<file path="config.mk">
export PLATFORM = sky130hd
export DESIGN_NAME = led_matrix_pwm
export DESIGN_NICKNAME = d
export VERILOG_FILES = /design/src/rtl/led_matrix_pwm.sv
export SDC_FILE = /design/constraint.sdc
export NUM_CORES = 1
export LEC_CHECK = 0
export BUFFER_PORTS_ARGS = -buffer_cell sky130_fd_sc_hd__buf_2
export CORE_MARGIN = 3
export CORE_UTILIZATION = 56
export DETAILED_ROUTE_END_ITERATION = 7
export PLACE_DENSITY_LB_ADDON = 0.2
export SKIP_CTS_REPAIR_TIMING = 1
export SYNTH_ARGS = -nofsm -noshare
export SYNTH_HDL_FRONTEND = slang
export SYNTH_SLANG_ARGS = --single-unit
</file>
<file path="constraint.sdc">
create_clock -name clk -period 2.3 [get_ports clk]
set_clock_uncertainty 0.05 [all_clocks]
set_input_delay 0.23 -clock clk [delete_from_list [all_inputs] [get_ports clk]]
set_output_delay 0.23 -clock clk [all_outputs]
set_load 0.01 [all_outputs]
</file>
<file path="src/rtl/led_matrix_pwm.sv">
// ----------------------------------------------------------------------------
// led_matrix_pwm
//
// Scans a ROWS x COLS LED matrix one cathode row at a time. Each LED has a
// BITS-bit brightness. Each row starts with BLANK clocks of all-off anti-ghost
// time. That is followed by 2**BITS-1 PWM steps of DWELL clocks each. In step s
// an LED is lit when its brightness is greater than s.
//
// Brightness is double-buffered. Writes always land in the back buffer and
// the scanner reads only the front buffer. A requested swap is held pending
// and commits on the clock edge where the scanner wraps into row-0 blanking.
//
// Ports
//   clk          system clock
//   rst          synchronous active-high reset
//   wr_en        write strobe (one write per cycle)
//   wr_addr      LED index = row*COLS + col; out-of-range indices are ignored
//   wr_data      brightness for wr_addr
//   swap_req     request a front/back swap at the next frame boundary
//   aled         anode drive, active low (0 = column lit)
//   kled_tri     cathode output enable, one-hot row select, 0 = all off
//   frame_start  1-cycle pulse on the first clock of row-0 blanking
//   swap_done    1-cycle pulse, coincident with frame_start, when a swap took
// ----------------------------------------------------------------------------
module led_matrix_pwm #(
    parameter int ROWS  = 4,
    parameter int COLS  = 4,
    parameter int BITS  = 4,
    parameter int DWELL = 64,
    parameter int BLANK = 16
) (
    input  logic                           clk,
    input  logic                           rst,
    input  logic                           wr_en,
    input  logic [$clog2(ROWS*COLS)-1:0]   wr_addr,
    input  logic [BITS-1:0]                wr_data,
    input  logic                           swap_req,
    output logic [COLS-1:0]                aled,
    output logic [ROWS-1:0]                kled_tri,
    output logic                           frame_start,
    output logic                           swap_done
);

    localparam int N     = ROWS * COLS;
    localparam int AW    = $clog2(N);
    localparam int RW    = (ROWS > 1) ? $clog2(ROWS) : 1;
    localparam int STEPS = (2 ** BITS) - 1;
    localparam int CMAX  = (BLANK > DWELL) ? BLANK : DWELL;
    localparam int CW    = ($clog2(CMAX) > 0) ? $clog2(CMAX) : 1;
    localparam logic [AW:0] N_LIM = N[AW:0];

    typedef enum logic {
        ST_BLANK,
        ST_DRIVE
    } state_t;

    state_t              state_q, state_d;
    logic [RW-1:0]       row_q, row_d;
    logic [BITS-1:0]     step_q, step_d;
    logic [CW-1:0]       cnt_q, cnt_d;
    logic                pending_q, pending_d;
    logic                front_sel_q, front_sel_d;
    logic                swapped_q, swapped_d;
    logic [BITS-1:0]     mem_q [2][N];
    logic [BITS-1:0]     mem_d [2][N];
    logic [COLS-1:0]     aled_q, aled_d;
    logic [ROWS-1:0]     kled_q, kled_d;
    logic                frame_start_q, frame_start_d;
    logic                swap_done_q, swap_done_d;

    logic                wr_in_range;
    logic                frame_end;
    logic                commit;
    logic [COLS-1:0]     col_lit;

    // With a non power-of-two LED count some addresses on the port map to
    // nothing; with a power-of-two count every address is valid.
    generate
        if ((2 ** AW) > N) begin : g_range_check
            assign wr_in_range = ({1'b0, wr_addr} < N_LIM);
        end else begin : g_range_full
            assign wr_in_range = 1'b1;
        end
    endgenerate

    // Last clock of the last PWM step of the last row: the next edge wraps
    // into row-0 blanking, so a pending swap commits on that same edge.
    assign frame_end = (state_q == ST_DRIVE) && (cnt_q == CW'(DWELL - 1))
                    && (step_q == BITS'(STEPS - 1)) && (row_q == RW'(ROWS - 1));
    assign commit    = frame_end && pending_q;

    // Per-column PWM compare against the front buffer for the current row.
    generate
        for (genvar gi = 0; gi < COLS; gi++) begin : g_col
            logic [AW-1:0] idx;
            assign idx        = AW'(row_q * COLS + gi);
            assign col_lit[gi] = (state_q == ST_DRIVE) && (mem_q[front_sel_q][idx] > step_q);
        end
    endgenerate

    always_comb begin
        state_d = state_q;
        row_d   = row_q;
        step_d  = step_q;
        cnt_d   = cnt_q + 1'b1;

        case (state_q)
            ST_BLANK: begin
                if (cnt_q == CW'(BLANK - 1)) begin
                    state_d = ST_DRIVE;
                    cnt_d   = '0;
                    step_d  = '0;
                end
            end
            default: begin
                if (cnt_q == CW'(DWELL - 1)) begin
                    cnt_d = '0;
                    if (step_q == BITS'(STEPS - 1)) begin
                        state_d = ST_BLANK;
                        step_d  = '0;
                        row_d   = (row_q == RW'(ROWS - 1)) ? '0 : row_q + 1'b1;
                    end else begin
                        step_d = step_q + 1'b1;
                    end
                end
            end
        endcase

        // A request arriving in the commit cycle starts a fresh pending swap.
        pending_d   = commit ? swap_req : (pending_q | swap_req);
        front_sel_d = front_sel_q ^ commit;
        swapped_d   = commit;

        // The write uses the pre-swap back buffer, so a write in the commit
        // cycle becomes visible in the frame that is just starting.
        mem_d = mem_q;
        if (wr_en && wr_in_range) begin
            mem_d[~front_sel_q][wr_addr] = wr_data;
        end

        aled_d        = ~col_lit;
        kled_d        = (state_q == ST_DRIVE) ? (ROWS'(1) << row_q) : '0;
        frame_start_d = (state_q == ST_BLANK) && (row_q == '0) && (cnt_q == '0);
        swap_done_d   = swapped_q;
    end

    always_ff @(posedge clk) begin
        if (rst) begin
            state_q       <= ST_BLANK;
            row_q         <= '0;
            step_q        <= '0;
            cnt_q         <= '0;
            pending_q     <= 1'b0;
            front_sel_q   <= 1'b0;
            swapped_q     <= 1'b0;
            mem_q         <= '{default: '0};
            aled_q        <= '1;
            kled_q        <= '0;
            frame_start_q <= 1'b0;
            swap_done_q   <= 1'b0;
        end else begin
            state_q       <= state_d;
            row_q         <= row_d;
            step_q        <= step_d;
            cnt_q         <= cnt_d;
            pending_q     <= pending_d;
            front_sel_q   <= front_sel_d;
            swapped_q     <= swapped_d;
            mem_q         <= mem_d;
            aled_q        <= aled_d;
            kled_q        <= kled_d;
            frame_start_q <= frame_start_d;
            swap_done_q   <= swap_done_d;
        end
    end

    assign aled        = aled_q;
    assign kled_tri    = kled_q;
    assign frame_start = frame_start_q;
    assign swap_done   = swap_done_q;

endmodule

</file>
==> results.md <==
- Status: finished clean
- WP data required: around 2.5 ns
- Sequential share of power: 47.6%
- Final Util: between 60% and 70%
- Comb power frac: under 10%
- Die width: 121.6 um
- Most frequent cells in the layout: dfxtp_1 (152), nand3_1 (136), a21oi_1 (134), o21ai_0 (118), nand2_1 (41)
- Wire per inst: about 20 um
- Post-Synth Adder-Cell Area: 3.680%
- Slew Viols, Final: 0
- Cells after Synth: around 860
- Psw: 0.001320 W
- Complex-gate fraction of the synthesized area: 19.42%
- Starting Density: 58.33%
- Largest family of logic cells by synthesized area: compound AO/OA/AOI/OAI gates
- CTS sink count: around 150
- CTS tree: yes
- Sequential area share after synthesis: approximately two fifths
- Final Cell Area: 8147 um^2
- Synth Area in XOR/XNOR: less than 1%
- Post-synth ARST share: 0%
- Row count: a little over 40
- CP arrival: between 2 and 2.5 ns
- Maximum vdd ir drop: between 0.6 and 0.7 mV
- Crit path max fanout: 13
- Vias: around 6600
- CP Capture Type: flip-flop
- Area grow syn2layout: 8.898%
- Unrepaired setup endpoints after global routing: false
- Routed vias/inst: between 6 and 7
- # IOs: 22
- Clock power share: between 40% and 50%
- EDFF count, synth: 0
- Setup WS pre-CTS: around 0.093 ns
- Core box area: between 10000 and 15000 um^2
- Layout net count: between 800 and 900
- Filler cell count: between 1000 and 1500
- Post-synthesis mux area share: between 10% and 20%
- Hold WS: between 0.02 and 0.03 ns
- Hold Fails Final Rpt: 0
- Largest net degree at the start of global routing: roughly 110
- Hold Crit Class: in -> reg
- Initial DRT Pass Iterations: 6
- Routed wire length: roughly 20000 um
- Critical Path Start Type: flip-flop
- Share of cells above drive strength 1: between 10% and 20%
- Clk Tree Root Cell: clkbuf_16
- Initial antenna violation count: 0
- Post-route ant nets: 0
- Commonest non-fill, non-tap cell in the layout: dfxtp_1
- Achievable frequency: 0.4540 GHz
- Critical path class: reg -> reg
- Vias in the first global route: 6474
- All-Layer GR Usage: approximately 29%
- Placed Area: around 7500 um^2
- Post-Synth Simple-Gate Area: 17.90%
- Yosys reg bits: roughly 150
- RD Place Congestion: 0.8028
- Period utilization: a little over nine tenths
- Iter 0 DRT Violations: between 600 and 700
- Port bufs: 21
- H-tree Lvls: 4
- Setup ws final: roughly 0.1 ns
- P_leak: between 2 and 3 nW
- Congestion Overflow GR: 0
- Clock slew at reported path FFs: about 0.060 ns
- Max-slew headroom: a little over half
- Setup TNS: 0 ns
- Synth Area per Inst: 8.739 um^2
- Post-synthesis cell type count: 55
- Min Tclk post-route: between 2 and 2.5 ns
- Synth Flop Type: dfxtp_1
- Diode count: 0
- Die area: around 15000 um^2
- Total CTS buffers: 17
- First-pass GRT wire length: approximately 33000 um
- Synth warn: 0
- Final setup viols: 0
- Syn_nets: between 800 and 900
- Cell Area, Synth: 7481 um^2
- Drt drc: 0
- Switch share: 23.22%
- Die Height: roughly 120 um
- MaxCap Viol Count: 0
- Clk_lat worst skew: about 0.42 ns
- Slew @ Worst Pin: ~0.70 ns
- Detailed placement HPWL: roughly 12000 um
- Cell Pwr Density: approximately 700 nW/um^2
- Pint: 0.004366 W
- Max clock buf depth: 2
per-stage QoR:
step                      cells  power, W
final                      1005  0.005686
after detailed placement    971  0.003053
after global routing       1005  0.005851
after global placement      971  0.003045
after floorplan             856  0.002965
after CTS                  1002  0.005694
per-layer routing:
metal	wire (um)	track usage (%)
met1	8294	36.59
met2	10140	46.94
met3	1719	7.149
met4	319	10.43
met5	0	0
registers in the layout (all words and copies together) (netlist names):
register     flops
kled_tri         4
frame_start      1
swap_done_d      1
cnt_q            6
front_sel_q      1
row_q            2
pending_q        1
mem_q          128
swap_done        1
step_q           4
aled             4
state_q          1
power groups by stage:
stage | sequential (W) | clock (W) | combinational, W
after global placement | 0.00276 | 0 | 0.000280
final | 0.00271 | 0.00268 | 0.000296
after floorplan | 0.00276 | 0 | 0.000204
after global routing | 0.00271 | 0.00282 | 0.000318
after detailed placement | 0.00277 | 0 | 0.000287
after CTS | 0.00271 | 0.00270 | 0.000289
logic make-up after synthesis:
group                    count (synthesis)
AO/OA/AOI/OAI                          280
flip-flops                             154
XOR/XNOR                                 2
buffers and inverters                  111
adder cells (fa/ha/maj)                 22
multiplexers                            39
AND/OR/NAND/NOR                        248
area by class of cell:
cell class / count / area [um^2] / share of cell area, %
flip-flops and latches: 154 / 3088 / 37.91
well taps: 172 / 215.2 / 2.642
multi-input cells: 591 / 3885 / 47.69
inverters: 14 / 52.55 / 0.6451
clock buffers: 23 / 498.0 / 6.113
clock inverters: 8 / 67.56 / 0.8294
repair buffers: 43 / 340.3 / 4.178
worst max-delay path: stages, from the launching register on:
cell and delay, ns:
dfxtp_4 0.41, buf_12 0.18, mux4_2 0.51, nand2_1 0.09, nand2_1 0.07, ha_1 0.30, nand3_1 0.11, o22ai_1 0.17
o221ai_1 0.14
worst paths after layout:
check	from	to	slack (ns)	depth (start not counted)
hold / removal	swap_req	pending_q$_SDFF_PP0_	0.03	3
setup / recovery	row_q[0]$_SDFFE_PP0N_	aled[0]$_SDFF_PP1_	0.1	8
setup reg to reg	row_q[0]$_SDFFE_PP0N_	aled[0]$_SDFF_PP1_	0.1	8
hold reg to reg	swap_done_d$_SDFF_PP0_	swap_done$_SDFF_PP0_	0.41	1
Yosys cell counts (all sizes together) (8+ instances only):
cell / count / area share, %
dfxtp: 154 / 41
o21ai: 128 / 8.6
nand2: 41 / 2.1
nand3: 136 / 9.1
ha: 22 / 3.7
buf: 31 / 2.7
nor3: 8 / 0.60
a21oi: 135 / 9.1
nand4: 9 / 0.75
inv: 14 / 0.70
mux4: 32 / 9.6
nor2: 10 / 0.50
clkbuf: 66 / 3.6
nor2b: 8 / 0.67
No activity file was read; power rests on OpenSTA's default activity.
